File: src/rtl/rv_muldiv_unit.sv
// Multi-cycle RV32M multiply/divide unit: iterative shift-add multiply, restoring divide.
// Optional macro RV_MULDIV_FAST_MUL_EN: single-step multiplies via a combinational 2*Width product.
module rv_muldiv_unit #(
  parameter int Width = 32
) (
  input  logic             clk,
  input  logic             rst_n,
  input  logic             flush,
  input  logic             in_valid,
  output logic             in_ready,
  input  logic [2:0]       op,
  input  logic [Width-1:0] a,
  input  logic [Width-1:0] b,
  output logic             out_valid,
  input  logic             out_ready,
  output logic [Width-1:0] res,
  output logic             is_zero,
  output logic             div_by_zero,
  output logic [1:0]       dbg_state
);

  localparam int CntW = $clog2(Width + 1);
  localparam logic [Width-1:0] MostNeg = {1'b1, {(Width-1){1'b0}}};

  typedef enum logic [1:0] {
    S_IDLE = 2'd0,
    S_BUSY = 2'd1,
    S_FIX  = 2'd2,
    S_DONE = 2'd3
  } state_t;

  state_t r_state;
  state_t w_next;

  logic [2:0]         r_op;
  logic [2*Width-1:0] r_acc;
  logic [Width-1:0]   r_b;
  logic [Width-1:0]   r_res;
  logic               r_neg;
  logic               r_neg_r;
  logic               r_is_zero;
  logic               r_dbz;
  logic [CntW-1:0]    r_cnt;

  logic               w_is_div;
  logic               w_a_signed;
  logic               w_b_signed;
  logic               w_a_neg;
  logic               w_b_neg;
  logic [Width-1:0]   w_abs_a;
  logic [Width-1:0]   w_abs_b;
  logic               w_accept;
  logic               w_early;
  logic               w_early_dbz;
  logic [Width-1:0]   w_early_res;
  logic [Width:0]     w_mul_sum;
  logic [2*Width-1:0] w_mul_next;
  logic [Width:0]     w_rem_sh;
  logic [Width:0]     w_diff;
  logic               w_qbit;
  logic [2*Width-1:0] w_div_next;
  logic [2*Width-1:0] w_prod;
  logic [Width-1:0]   w_fix_res;

`ifdef RV_MULDIV_FAST_MUL_EN
  logic [2*Width-1:0] w_fa;
  logic [2*Width-1:0] w_fb;
  logic [2*Width-1:0] w_fprod;

  // Sign-extended operands multiplied modulo 2^(2*Width) give the exact signed/unsigned product.
  assign w_fa    = {{Width{w_a_signed & a[Width-1]}}, a};
  assign w_fb    = {{Width{w_b_signed & b[Width-1]}}, b};
  assign w_fprod = w_fa * w_fb;
`endif

  // Operand decode on the request side; only sampled when a request is accepted.
  always_comb begin
    w_is_div   = op[2];
    w_a_signed = (op != 3'd3) && (op != 3'd5) && (op != 3'd7);
    w_b_signed = (op == 3'd0) || (op == 3'd1) || (op == 3'd4) || (op == 3'd6);
    w_a_neg    = w_a_signed & a[Width-1];
    w_b_neg    = w_b_signed & b[Width-1];
    w_abs_a    = w_a_neg ? -a : a;
    w_abs_b    = w_b_neg ? -b : b;
    w_accept   = (r_state == S_IDLE) && in_valid && !flush;
  end

  always_comb begin
    w_early     = 1'b0;
    w_early_dbz = 1'b0;
    w_early_res = '0;
    if (w_is_div) begin
      if (b == '0) begin
        w_early     = 1'b1;
        w_early_dbz = 1'b1;
        w_early_res = op[1] ? a : '1;
      end else if (!op[0] && (a == MostNeg) && (b == '1)) begin
        w_early     = 1'b1;
        w_early_res = op[1] ? '0 : a;
      end
    end else begin
`ifdef RV_MULDIV_FAST_MUL_EN
      w_early     = 1'b1;
      w_early_res = (op[1:0] == 2'd0) ? w_fprod[Width-1:0] : w_fprod[2*Width-1:Width];
`else
      w_early     = (a == '0) || (b == '0);
`endif
    end
  end

  // One iteration step. r_acc holds {partial product hi, multiplier lo} or {remainder, quotient}.
  always_comb begin
    w_mul_sum  = {1'b0, r_acc[2*Width-1:Width]} + (r_acc[0] ? {1'b0, r_b} : '0);
    w_mul_next = {w_mul_sum, r_acc[Width-1:1]};
    w_rem_sh   = {r_acc[2*Width-1:Width], r_acc[Width-1]};
    w_diff     = w_rem_sh - {1'b0, r_b};
    w_qbit     = ~w_diff[Width];
    w_div_next = {(w_qbit ? w_diff[Width-1:0] : w_rem_sh[Width-1:0]), r_acc[Width-2:0], w_qbit};
  end

  always_comb begin
    w_prod    = r_neg ? -r_acc : r_acc;
    w_fix_res = '0;
    if (!r_op[2]) begin
      w_fix_res = (r_op[1:0] == 2'd0) ? w_prod[Width-1:0] : w_prod[2*Width-1:Width];
    end else if (!r_op[1]) begin
      w_fix_res = r_neg ? -r_acc[Width-1:0] : r_acc[Width-1:0];
    end else begin
      w_fix_res = r_neg_r ? -r_acc[2*Width-1:Width] : r_acc[2*Width-1:Width];
    end
  end

  always_ff @(posedge clk) begin
    if (!rst_n) r_state <= S_IDLE;
    else        r_state <= w_next;
  end

  // Handshakes: a transfer happens on a rising edge where valid and ready are both high;
  // out_valid/res/flags hold until that edge, and in_ready is high only in IDLE.
  always_comb begin
    w_next    = r_state;
    in_ready  = 1'b0;
    out_valid = 1'b0;
    case (r_state)
      S_IDLE: begin
        in_ready = 1'b1;
        if (in_valid) w_next = w_early ? S_DONE : S_BUSY;
      end
      S_BUSY:  if (r_cnt <= CntW'(1)) w_next = S_FIX;
      S_FIX:   w_next = S_DONE;
      S_DONE: begin
        out_valid = 1'b1;
        if (out_ready) w_next = S_IDLE;
      end
      default: w_next = S_IDLE;
    endcase
    if (flush) w_next = S_IDLE;
  end

  always_ff @(posedge clk) begin
    if (!rst_n) begin
      r_op      <= '0;
      r_acc     <= '0;
      r_b       <= '0;
      r_neg     <= 1'b0;
      r_neg_r   <= 1'b0;
      r_cnt     <= '0;
      r_res     <= '0;
      r_is_zero <= 1'b0;
      r_dbz     <= 1'b0;
    end else if (!flush) begin
      case (r_state)
        S_IDLE: begin
          if (w_accept) begin
            r_op    <= op;
            r_acc   <= {{Width{1'b0}}, w_abs_a};
            r_b     <= w_abs_b;
            r_neg   <= w_a_neg ^ w_b_neg;
            r_neg_r <= w_a_neg;
            r_cnt   <= w_early ? '0 : CntW'(Width);
            if (w_early) begin
              r_res     <= w_early_res;
              r_is_zero <= (w_early_res == '0);
              r_dbz     <= w_early_dbz;
            end
          end
        end
        S_BUSY: begin
          r_acc <= r_op[2] ? w_div_next : w_mul_next;
          r_cnt <= r_cnt - CntW'(1);
        end
        S_FIX: begin
          r_res     <= w_fix_res;
          r_is_zero <= (w_fix_res == '0);
          r_dbz     <= 1'b0;
        end
        default: ;
      endcase
    end
  end

  assign res         = r_res;
  assign is_zero     = r_is_zero;
  assign div_by_zero = r_dbz;
  assign dbg_state   = r_state;

endmodule

File: config.mk
export PLATFORM = sky130hd
export DESIGN_NAME = rv_muldiv_unit
export DESIGN_NICKNAME = d
export VERILOG_FILES = /design/src/rtl/rv_muldiv_unit.sv
export SDC_FILE = /design/constraint.sdc
export NUM_CORES = 1
export LEC_CHECK = 0
export ABC_AREA = 1
export BUFFER_PORTS_ARGS = -buffer_cell sky130_fd_sc_hd__buf_2
export CAP_MARGIN = 10
export CORE_ASPECT_RATIO = 0.9
export CORE_MARGIN = 10
export CORE_UTILIZATION = 40
export CTS_CLUSTER_SIZE = 24
export DETAILED_ROUTE_END_ITERATION = 7
export PLACE_DENSITY = 0.54
export SETUP_SLACK_MARGIN = 0.15
export SYNTH_ARGS = -nofsm -noshare
export SYNTH_HDL_FRONTEND = slang
export SYNTH_SLANG_ARGS = --single-unit
File: constraint.sdc
create_clock -name clk -period 3 [get_ports clk]
set_input_delay 0.6 -clock clk [delete_from_list [all_inputs] [get_ports clk]]
set_output_delay 0.6 -clock clk [all_outputs]
set_load 0.02 [all_outputs]
==> results.py <==
metrics = {
    "yosys": {
        "synthXorXnorAreaFrac_pct": 4.03,
        "synth-seq-cells": 143,
        "synthCells": 3118,
        "syn-cell-area_um2": 17200,
        "synth_seq_area_share_pct": 16.7,
        "synth_top_family_by_area": "simple AND/OR/NAND/NOR gates",
        "synth_top_area_share_pct": 18.0,
        "yosys.area.top_type": "nand2_1",
        "async_flop_share_pct": 0,
        "yosysUniqueCellTypes": 56,
        "synthFlopType": "dfxtp_1",
        "yosys-mux-area-fraction_pct": 0.0583,
        "yosysWarnings": 0,
        "synth_edf_count": 0,
        "synth_compound_area_share_pct": 21.5,
        "syn-num-nets": 3267,
        "synth_adder_area_share_pct": 5.69,
        "yosys.area_share.simple_pct": 40.5,
        "synth_area_leaders": "nand2_1, dfxtp_1, nand3_1",
        "syn_area_per_cell_um2": 5.51,
    },
    "global_routing": {
        "grt_pass1_vias": 19800,
        "grt_pass1_wl_um": 126000,
        "grt-ovfl-total": 0,
        "antenna_found_initial": 1,
        "grtUsageTotal_pct": 32.1,
        "grt_start_max_net_pins": 132,
    },
    "clock_tree": {
        "cts_buffers": 17,
        "clk_pin_slew_ns": 0.07,
        "cts_tree": "built",
        "clockBufferDepth": 2,
        "clock-root-buffer": "clkbuf_16",
        "htree_num_levels": 4,
        "clock_latency_ns": 0.50,
        "cts_sinks": 143,
    },
    "route": {
        "wl_per_cell_um": 22.8,
        "ant_nets": 0,
        "drtPass1Iterations": 6,
        "vias_per_cell": 5.85,
        "first_iter_violations": 3165,
        "drc": 0,
        "drt_wl_total_um": 87200,
        "num_vias": 22400,
    },
    "finish": {
        "utilization_pct": 47.6,
        "layout_common_cells": "nand2_1, inv_1, nor2_1",
        "final_common_cell": "nand2_1",
        "syn_to_final_growth_pct": 16.8,
        "diodes": 0,
        "fill_cells": 4645,
        "drive_gt1_share_pct": 12.9,
        "fin_area_um2": 20100,
        "nets": 3410,
        "final_cell_count_no_fill": 3821,
    },
    "timing": {
        "rsz0062_at_grt": "true",
        "timing_hold_violations_final": 0,
        "finClkSkew_ns": 0.0191,
        "fin_crit_ns": 2.80,
        "tightestPinTransition_ns": 0.884,
        "max_freq_ghz": 0.357,
        "setup_slack_ns": 0.200,
        "layout_worst_path_cycle_share_pct": 93.3,
        "holdWs_ns": 0.400,
        "slew_headroom_pct": 41.1,
        "drv_slew": 0,
        "finalSetupViolCount": 0,
        "tns_ns": 0,
    },
    "pwr": {
        "peakVddDrop_mv": 0.386,
        "p_total_mw": 8.09,
        "power_density_nw_per_um2": 403,
        "p_leak_nw": 9.95,
    },
    "critical_path": {
        "crit_buf_inv": 2,
        "cp.required_ns": 3.42,
        "critPathLaunchType": "flop",
        "crit_path_top_delay_cell": "dfxtp_2",
        "cpPeakStageDelay_ns": 0.34,
        "crit_chain": "buf_4 > inv_2 > ha_2 > nand3_2 > nor2_4 > nand2_2 > o21ai_4 > nand3b_1 > nand2_1 > nand2_1 > nand2_1 > nand3_1 > nor2_2 > nand2_1 > nor2_1 > nand3_2 > a21oi_1",
        "cp_common_cell": "nand2_1",
        "crit_fanout": 6,
        "crit_family": "simple AND/OR/NAND/NOR gates",
        "worstSetupPathType": "reg2reg",
        "worstSetupEndpointType": "flop",
        "crit_arrival_ns": 3.22,
    },
    "placed_design": {
        "finalWeightedCongestion": 1.03,
        "placed_area_um2": 19100,
        "placed_cells": 3782,
        "post-place-ws_ns": 0.0329,
        "io_buffers": 109,
        "dp_hpwl_um": 69100,
    },
    "min_path": {
        "hold_path.class": "in2reg",
    },
    "floorplan": {
        "die_area_um2": 51700,
        "num_rows": 71,
        "die_x_um": 238,
        "die_h_um": 217,
        "io_pins": 110,
        "core-area_um2": 42100,
        "start_util_pct": 40.8,
    },
    "outcome": {
        "outcome": "finished, final reports clean",
    },
    "flow_run": {
        "cap_violations": 0,
    },
}
==> cells by family (layout without fill, tap and decap cells) <==
group                      count (synthesis)  in the layout
and+or+nand+nor                         1641           1641
AOI/OAI and AO/OA                        669            669
xor gates and xnor gates                  79             79
muxes                                      1              1
adders and majority gates                 77             77
buffers and inverters                    508            664
DFF                                      143            143
==> where the power goes <==
part,internal (mW),leakage [nW],switching (mW),total (mW)
clock,1.29,0.284,1.02,2.30
combinational,1.07,8.49,2.53,3.60
sequential,2.02,1.17,0.160,2.18
==> sequential cells by signal, indices dropped and copies added, names as in the netlist <==
register	flops
r_acc	64
r_op	3
res	32
r_neg_r	1
is_zero	1
dbg_state	2
r_cnt	6
div_by_zero	1
r_b	32
r_neg	1
==> layout make-up <==
| cell class | count | area (um^2) | share of cell area (%) |
|---|---|---|---|
| Clock inverter | 12 | 148 | 0.736 |
| Sequential cell | 143 | 2880 | 14.4 |
| Clock buffer | 20 | 457 | 2.28 |
| Multi-Input combinational cell | 2467 | 12600 | 62.9 |
| Timing Repair Buffer | 255 | 1860 | 9.27 |
| Inverter | 377 | 1420 | 7.07 |
| Tap cell | 547 | 684 | 3.41 |
==> synthesized netlist by cell type (6+ instances only) <==
cell type,count
a21oi_1,257
a31oi_1,39
buf_1,23
buf_2,14
buf_4,9
clkbuf_1,82
dfxtp_1,143
ha_1,75
inv_1,369
nand2_1,824
nand2_2,9
nand3_1,291
nand3b_1,13
nand4_1,47
nor2_1,363
nor2_2,9
nor3_1,45
nor4_1,9
o211ai_1,26
o21a_1,6
o21ai_0,239
o21ai_1,34
o21bai_1,12
o221ai_1,9
o311ai_0,13
o31ai_1,9
or2_2,13
xnor2_1,16
xor2_1,63
==> worst reg2reg max path, cell delays in order (launching register included) <==
cell and delay [ns]:
dfxtp_2 0.34, buf_4 0.16, inv_2 0.11, ha_2 0.21, nand3_2 0.13, nor2_4 0.23
nand2_2 0.13, o21ai_4 0.29, nand3b_1 0.12, nand2_1 0.09, nand2_1 0.05, nand2_1 0.11
nand3_1 0.12, nor2_2 0.14, nand2_1 0.09, nor2_1 0.16, nand3_2 0.12, a21oi_1 0.13
==> per-layer routing <==
| layer | wire length [um] | vias to the layer above | global-route usage, % |
|---|---|---|---|
| li1 | - | 10600 | - |
| met4 | 1900 | 2 | 8.24 |
| met2 | 34000 | 1199 | 43.2 |
| met1 | 40500 | 10500 | 47.9 |
| met5 | 13 | - | 0 |
| met3 | 10700 | 112 | 9.35 |
==> path summary, 6_finish.rpt <==
kind | start | endpoint | slack (ns) | cells past startpoint
hold reg to reg | div_by_zero$_SDFFE_PN0P_ | div_by_zero$_SDFFE_PN0P_ | 0.47 | 2
hold / removal | flush | dbg_state[0]$_SDFFE_PP0P_ | 0.40 | 4
setup / recovery | r_acc[0]$_SDFFE_PN0P_ | is_zero$_SDFFE_PN0P_ | 0.20 | 17
setup reg to reg | r_acc[0]$_SDFFE_PN0P_ | is_zero$_SDFFE_PN0P_ | 0.20 | 17
==> timing repair <==
item | in CTS | in global routing
resized for setup | 8 | 93
setup buffers | 0 | 4
hold buffers | 0 | 0
pin swaps | 0 | 14
gates cloned | 0 | 3
endpoints found under the setup margin | 9 | 41
(Power assumes the default switching activity.)
